$ cat config.mk
export PLATFORM = sky130hd
export DESIGN_NAME = axis_tx_pkt_arbiter
export DESIGN_NICKNAME = d
export VERILOG_FILES = /design/src/rtl/axis_tx_arb_pkg.sv /design/src/rtl/axis_reg_slice.sv /design/src/rtl/axis_tx_pkt_arbiter.sv
export SDC_FILE = /design/constraint.sdc
export NUM_CORES = 1
export LEC_CHECK = 0
export ABC_AREA = 0
export CAP_MARGIN = 20
export CORE_MARGIN = 4
export CORE_UTILIZATION = 40
export CTS_BUF_LIST = sky130_fd_sc_hd__clkbuf_2 sky130_fd_sc_hd__clkbuf_4 sky130_fd_sc_hd__clkbuf_8
export CTS_CLUSTER_DIAMETER = 80
export DETAILED_ROUTE_END_ITERATION = 8
export PLACE_DENSITY = 0.72
export SYNTH_ARGS = -nofsm -noshare
export SYNTH_HDL_FRONTEND = slang
export SYNTH_SLANG_ARGS = --single-unit
$ cat constraint.sdc
create_clock -name ACLK -period 4.11 [get_ports ACLK]
set_input_delay 1.233 -clock ACLK [delete_from_list [all_inputs] [get_ports ACLK]]
set_output_delay 1.233 -clock ACLK [all_outputs]
set_load 0.02 [all_outputs]
$ cat src/rtl/axis_tx_arb_pkg.sv
// rtl/axis_tx_arb_pkg.sv - shared constants and helpers for the TX packet arbiter
//
// Holds the arbiter FSM state encoding, the default stream widths and the
// round-robin pick helper used when AXIS_TX_ARB_STRICT_PRIO_EN is undefined.

package axis_tx_arb_pkg;

    localparam int C_TDATA_WIDTH_DEF = 128;
    localparam int C_TUSER_WIDTH_DEF = 8;

    localparam logic [1:0] ST_IDLE = 2'd0;
    localparam logic [1:0] ST_OWN0 = 2'd1;
    localparam logic [1:0] ST_OWN1 = 2'd2;

    // Returns the winning source index (0 = S00, 1 = S01); the caller only
    // uses the result when at least one source is valid.
    function automatic logic rr_pick(input logic v0, input logic v1, input logic last_grant);
        if (v0 && v1) begin
            return !last_grant;
        end
        return !v0;
    endfunction

endpackage

$ cat src/rtl/axis_reg_slice.sv
// rtl/axis_reg_slice.sv - 2-entry full-throughput skid buffer
//
// Ports:
//   ACLK, ARESETN          clock, synchronous active-low reset
//   S_VALID/S_READY        upstream handshake; S_READY is registered ("not full")
//   S_PAYLOAD              upstream payload (C_WIDTH bits)
//   M_VALID/M_READY        downstream handshake; M_VALID driven from a register
//   M_PAYLOAD              downstream payload, registered (resets to 0)

module axis_reg_slice #(
    parameter int C_WIDTH = 8
) (
    input  logic               ACLK,
    input  logic               ARESETN,
    input  logic               S_VALID,
    output logic               S_READY,
    input  logic [C_WIDTH-1:0] S_PAYLOAD,
    output logic               M_VALID,
    input  logic               M_READY,
    output logic [C_WIDTH-1:0] M_PAYLOAD
);

    logic [1:0]         count_q, count_d;
    logic               ready_q, ready_d;
    logic [C_WIDTH-1:0] head_q, head_d;
    logic [C_WIDTH-1:0] skid_q, skid_d;
    logic               push, pop;

    always_comb begin
        push    = S_VALID && ready_q;
        pop     = (count_q != 2'd0) && M_READY;
        count_d = count_q;
        head_d  = head_q;
        skid_d  = skid_q;
        if (push && !pop) begin
            count_d = count_q + 2'd1;
        end else if (!push && pop) begin
            count_d = count_q - 2'd1;
        end
        // head_q is always the oldest beat; skid_q only holds the second
        // beat while downstream is stalled. A full buffer cannot push.
        if (pop) begin
            if (count_q == 2'd2) begin
                head_d = skid_q;
            end else if (push) begin
                head_d = S_PAYLOAD;
            end
        end else if (push) begin
            if (count_q == 2'd0) begin
                head_d = S_PAYLOAD;
            end else begin
                skid_d = S_PAYLOAD;
            end
        end
        ready_d = (count_d != 2'd2);
    end

    always_ff @(posedge ACLK) begin
        if (!ARESETN) begin
            count_q <= 2'd0;
            ready_q <= 1'b1;
            head_q  <= '0;
            skid_q  <= '0;
        end else begin
            count_q <= count_d;
            ready_q <= ready_d;
            head_q  <= head_d;
            skid_q  <= skid_d;
        end
    end

    assign S_READY   = ready_q;
    assign M_VALID   = (count_q != 2'd0);
    assign M_PAYLOAD = head_q;

endmodule

$ cat src/rtl/axis_tx_pkt_arbiter.sv
// rtl/axis_tx_pkt_arbiter.sv - packet-granular 2:1 AXI-Stream TX arbiter with output skid buffer
//
// Ports:
//   ACLK, ARESETN                  clock, synchronous active-low reset
//   S00_AXIS_*, S01_AXIS_*         two source streams (TVALID/TREADY/TDATA/TSTRB/TLAST/TUSER)
//   M_AXIS_*                       merged registered output stream
//   GRANT                          one-hot owner (bit0 = S00, bit1 = S01), 0 when idle
// Build option: AXIS_TX_ARB_STRICT_PRIO_EN selects strict S00 priority
// instead of round-robin.

module axis_tx_pkt_arbiter
    import axis_tx_arb_pkg::*;
#(
    parameter int C_TDATA_WIDTH = C_TDATA_WIDTH_DEF,
    parameter int C_TUSER_WIDTH = C_TUSER_WIDTH_DEF
) (
    input  logic                       ACLK,
    input  logic                       ARESETN,
    input  logic                       S00_AXIS_TVALID,
    output logic                       S00_AXIS_TREADY,
    input  logic [C_TDATA_WIDTH-1:0]   S00_AXIS_TDATA,
    input  logic [C_TDATA_WIDTH/8-1:0] S00_AXIS_TSTRB,
    input  logic                       S00_AXIS_TLAST,
    input  logic [C_TUSER_WIDTH-1:0]   S00_AXIS_TUSER,
    input  logic                       S01_AXIS_TVALID,
    output logic                       S01_AXIS_TREADY,
    input  logic [C_TDATA_WIDTH-1:0]   S01_AXIS_TDATA,
    input  logic [C_TDATA_WIDTH/8-1:0] S01_AXIS_TSTRB,
    input  logic                       S01_AXIS_TLAST,
    input  logic [C_TUSER_WIDTH-1:0]   S01_AXIS_TUSER,
    output logic                       M_AXIS_TVALID,
    input  logic                       M_AXIS_TREADY,
    output logic [C_TDATA_WIDTH-1:0]   M_AXIS_TDATA,
    output logic [C_TDATA_WIDTH/8-1:0] M_AXIS_TSTRB,
    output logic                       M_AXIS_TLAST,
    output logic [C_TUSER_WIDTH-1:0]   M_AXIS_TUSER,
    output logic [1:0]                 GRANT
);

    localparam int C_PAYLOAD_WIDTH = C_TDATA_WIDTH + C_TDATA_WIDTH / 8 + 1 + C_TUSER_WIDTH;

    logic [1:0]                 state_q, state_d;
    logic                       mid_pkt_q, mid_pkt_d;
    logic                       own, own_src;
    logic                       sel_valid, sel_last;
    logic [C_PAYLOAD_WIDTH-1:0] sel_payload, m_payload;
    logic                       slice_ready;
    logic                       beat_acc, pkt_done, abandon, any_valid, winner;

`ifndef AXIS_TX_ARB_STRICT_PRIO_EN
    logic last_grant_q, last_grant_d;
`endif

    always_comb begin
        own_src     = (state_q == ST_OWN1);
        own         = (state_q == ST_OWN0) || own_src;
        sel_valid   = own && (own_src ? S01_AXIS_TVALID : S00_AXIS_TVALID);
        sel_last    = own_src ? S01_AXIS_TLAST : S00_AXIS_TLAST;
        sel_payload = own_src ? {S01_AXIS_TDATA, S01_AXIS_TSTRB, S01_AXIS_TLAST, S01_AXIS_TUSER}
                              : {S00_AXIS_TDATA, S00_AXIS_TSTRB, S00_AXIS_TLAST, S00_AXIS_TUSER};
        beat_acc    = sel_valid && slice_ready;
        pkt_done    = beat_acc && sel_last;
        // A grant carried over from a TLAST re-arbitration has not started a
        // packet yet; if its owner has nothing to send, hand the grant back
        // instead of parking on an idle source.
        abandon     = own && !mid_pkt_q && !sel_valid;
        any_valid   = S00_AXIS_TVALID || S01_AXIS_TVALID;
`ifdef AXIS_TX_ARB_STRICT_PRIO_EN
        winner      = !S00_AXIS_TVALID;
`else
        last_grant_d = pkt_done ? own_src : last_grant_q;
        winner       = rr_pick(S00_AXIS_TVALID, S01_AXIS_TVALID, last_grant_d);
`endif

        state_d = state_q;
        if ((state_q == ST_IDLE) || pkt_done || abandon) begin
            state_d = !any_valid ? ST_IDLE : (winner ? ST_OWN1 : ST_OWN0);
        end

        mid_pkt_d = mid_pkt_q;
        if (pkt_done) begin
            mid_pkt_d = 1'b0;
        end else if (beat_acc) begin
            mid_pkt_d = 1'b1;
        end
    end

    always_ff @(posedge ACLK) begin
        if (!ARESETN) begin
            state_q   <= ST_IDLE;
            mid_pkt_q <= 1'b0;
        end else begin
            state_q   <= state_d;
            mid_pkt_q <= mid_pkt_d;
        end
    end

`ifndef AXIS_TX_ARB_STRICT_PRIO_EN
    // Resets to S01 so that S00 wins the first contended round.
    always_ff @(posedge ACLK) begin
        if (!ARESETN) begin
            last_grant_q <= 1'b1;
        end else begin
            last_grant_q <= last_grant_d;
        end
    end
`endif

    axis_reg_slice #(
        .C_WIDTH (C_PAYLOAD_WIDTH)
    ) u_slice (
        .ACLK      (ACLK),
        .ARESETN   (ARESETN),
        .S_VALID   (sel_valid),
        .S_READY   (slice_ready),
        .S_PAYLOAD (sel_payload),
        .M_VALID   (M_AXIS_TVALID),
        .M_READY   (M_AXIS_TREADY),
        .M_PAYLOAD (m_payload)
    );

    assign {M_AXIS_TDATA, M_AXIS_TSTRB, M_AXIS_TLAST, M_AXIS_TUSER} = m_payload;
    assign S00_AXIS_TREADY = (state_q == ST_OWN0) && slice_ready;
    assign S01_AXIS_TREADY = (state_q == ST_OWN1) && slice_ready;
    assign GRANT           = {state_q == ST_OWN1, state_q == ST_OWN0};

endmodule

==> summary.log, run 1 <==
qor: outcome.run_status completed
qor: sta.hold_ws 467 ps
qor: routing.drt.antenna.violating_nets 0
qor: yosys.ys.warnings.count 0
qor: min_path.hold_path.class flip-flop to flip-flop
qor: clocking.inserted_clock_buffers 53
qor: setup_path.critical_path_buf_inv_count 3
qor: setup_path.critical_path_arrival 2300 ps
qor: routing.dr.pass1.iters 5
qor: yosys.synth_cell_types 38
qor: yosys.mappedNetlistNets 1,940
qor: yosys.ys_seq_area_frac 0.443
qor: cells_and_area.diodes 0
qor: clocking.cts_htree_levels 2
qor: sta.finalHoldViolCount 0
qor: clocking.clk_transition_reported_paths 60 ps
qor: clocking.clock_tree_from_tritoncts yes
qor: global_route.grt_max_degree 165
qor: routing.drc_markers 0
qor: cells_and_area.total_area_of_multi_input_combinational_cells 7100 um^2
qor: global_route.global_route.usage.met1 0.288
qor: setup_path.cp_slowest_cell sky130_fd_sc_hd__clkdlybuf4s50_1
qor: setup_path.end_kind output port
qor: routing.route.final.wire_length 46,200 um
qor: sta.setup-violations-final 0
qor: floorplanning.die_height 196 um
qor: global_route.global_route.overflow_total 0
qor: sta.timing.setup.tns 0 ps
qor: setup_path.path_cells inv_1 -> ha_4 -> buf_4 -> clkdlybuf4s50_1
qor: routing.dr_total_vias 13,980
qor: floorplanning.design.die.area 38,400 um^2
qor: cells_and_area.most_common_library_cell_in_the_layout_ignoring_fill_and_taps sky130_fd_sc_hd__clkdlybuf4s50_1
qor: global_route.met2_use_gr 0.371
qor: yosys.synth_seq_cells 313
qor: placement.routabilityCongestion 0.801
qor: power.power_density 497 nW/um^2
qor: clocking.clock_latency 560 ps
qor: floorplanning.area_inside_the_core_boundary 34,700 um^2
qor: sta.maxSlewHeadroom 0.405
qor: clocking.root_driver sky130_fd_sc_hd__clkbuf_8
qor: floorplanning.start_util 0.407
qor: placement.detailed_place_hpwl 30,300 um
qor: routing.wire_per_inst 18.7 um
qor: sta.tightestPinTransition 892 ps
qor: sta.post-route-min-period 3540 ps
qor: global_route.grt_pass1_wl 72,600 um
qor: sta.timing_max_transition_violations_final 0
qor: setup_path.setup.worst_path.class flip-flop to output port
qor: placement.placement.io_buffers 468
qor: sta.layout_worst_path_cycle_share 0.860
qor: floorplanning.rows 68
qor: sta.timing.fmax 0.283 GHz
qor: cells_and_area.final_nets 2,301
qor: floorplanning.fp.dieW 196 um
qor: clocking.post_cts_buffers 0
qor: setup_path.cp_data_required_time 2880 ps
qor: power.vdd_drop_max 0.262 mV
qor: routing.detail_route.vias_per_cell 5.65
qor: floorplanning.num_io_pins 469
qor: yosys.edff_count_synth 0
qor: cells_and_area.drive_above_1_share 0.0614
qor: global_route.groute.usage.overall 0.225
qor: power.fin_total_pwr 10.0 mW
qor: setup_path.cp_max_fo 29
qor: cells_and_area.fill_cells 3,067
qor: clocking.cts_max_path_buffers 3
qor: cells_and_area.area_growth_syn_to_layout 42.2%
qor: clocking.cts-resized-gates 0
qor: global_route.top_usage_layer met2
qor: clocking.postCtsHoldBufs 0
qor: sta.skew 16.1 ps
qor: yosys.synthesis.area_per_instance 8.71 um^2
qor: power.total_leakage_power 6.74 nW
qor: cells_and_area.layout.cells.most_common_list sky130_fd_sc_hd__clkdlybuf4s50_1 (468), sky130_fd_sc_hd__dfxtp_1 (313), sky130_fd_sc_hd__o21ai_0 (156), sky130_fd_sc_hd__a21oi_1 (156), sky130_fd_sc_hd__nor2_1 (155)
qor: setup_path.timing.critical_path.max_delay_family buffers and inverters
qor: yosys.syn_area 14,100 um^2
qor: yosys.synth_async_sr_flop_share 0
qor: routing.drt_first_iter_violations 763
qor: sta.rsz0062_at_grt no
qor: global_route.grt_util_met3 0.0613
qor: setup_path.worst_path_largest_cell_delay 700 ps
qor: run.maxcap_violations 0
qor: cells_and_area.layout.area.seq 6270 um^2
qor: setup_path.startpoint_type flip-flop
qor: global_route.grt_pass1_vias 13,404
qor: yosys.netlist_instances 1,624
qor: clocking.clock_tree_sinks 313
qor: global_route.antenna_found_initial 0
qor: yosys.synthFlopType sky130_fd_sc_hd__dfxtp_1
-- cell type report --
cell class | count | share of cell area
Multi-Input combinational cell | 1118 | 0.353
Clock inverter | 9 | 0.00597
Inverter | 7 | 0.00168
Clock buffer | 81 | 0.0508
Timing Repair Buffer | 492 | 0.249
Tap cell | 455 | 0.0283
Sequential cell | 313 | 0.312
-- worst paths after layout --
path / startpoint / to / slack (ps) / cells past startpoint
worst min-delay path: u_slice.M_PAYLOAD[78] / u_slice.M_PAYLOAD[78] / 470 / 2
worst max register to register: state_q[0] / u_slice.M_PAYLOAD[121] / 1290 / 8
worst max-delay path: state_q[0] / GRANT[1] / 570 / 4
worst min register to register: u_slice.M_PAYLOAD[78] / u_slice.M_PAYLOAD[78] / 470 / 2
-- where the power goes --
part           switching, mW  leakage (nW)  internal [mW]
clock                   1.23         0.609           1.76
combinational           1.96          3.60           1.38
sequential             0.215          2.54           3.46
total                   3.41          6.74           6.59
-- flip-flops by register name (all words and copies together), names as in the netlist --
register and cells:
mid_pkt_q 1, u_slice.M_PAYLOAD 153, last_grant_q 1, u_slice.count_q 2, state_q 2, u_slice.skid_q 153, u_slice.S_READY 1
-- worst min-delay path: cells and delay by family (launching register included) --
kind | cells | cell delay, ps
compound gates | 2 | 120
flops | 1 | 300
-- routing by layer --
layer,share of wire,vias to the layer above
li1,-,6786
met1,0.42,6592
met2,0.47,525
met3,0.082,77
met4,0.026,0
met5,0,-
-- stage by stage --
step	cells	utilization	area [um^2]	worst slack (ps)
3_5_place_dp	2385	0.547	19000	782
6_report	2475	0.579	20100	575
3_3_place_gp	2385	0.547	19000	859
2_1_floorplan	1624	-	14100	1450
5_1_grt	2475	0.579	20100	477
4_1_cts	2475	0.579	20100	506
-- logic make-up after synthesis --
kind of cell / after synthesis / share of synthesized area
AOI/OAI and AO/OA: 629 / 0.293
and+or+nand+nor: 327 / 0.0909
DFF: 313 / 0.443
buffers and inverters: 193 / 0.0569
muxes: 155 / 0.111
adders and majority gates: 5 / 0.00442
xor gates and xnor gates: 2 / 0.00124
-- cell usage after synthesis (2+ instances only) --
cell type	n	area, um^2
sky130_fd_sc_hd__nand4_1	2	12.5
sky130_fd_sc_hd__o31ai_1	2	15.0
sky130_fd_sc_hd__o21ai_0	156	781
sky130_fd_sc_hd__a211oi_1	153	1150
sky130_fd_sc_hd__buf_2	58	290
sky130_fd_sc_hd__a21oi_1	156	781
sky130_fd_sc_hd__o211ai_1	2	15.0
sky130_fd_sc_hd__clkbuf_1	124	465
sky130_fd_sc_hd__buf_4	2	15.0
sky130_fd_sc_hd__dfxtp_1	313	6270
sky130_fd_sc_hd__buf_1	2	7.51
sky130_fd_sc_hd__nor3_1	2	10.0
sky130_fd_sc_hd__and2_1	4	25.0
sky130_fd_sc_hd__xnor2_1	2	17.5
sky130_fd_sc_hd__nor2_1	156	586
sky130_fd_sc_hd__o2111ai_1	153	1340
sky130_fd_sc_hd__mux2i_1	153	1530
sky130_fd_sc_hd__ha_1	5	62.6
sky130_fd_sc_hd__inv_1	7	26.3
sky130_fd_sc_hd__nand2_1	154	578
Power figures use the tool's default switching activity.
==> run 2, diff against run 1 <==
CAP_MARGIN = unset   (was 20)
==> results of run 2 <==
No change in the layout: final DEF, timing and power equal those of run 1.
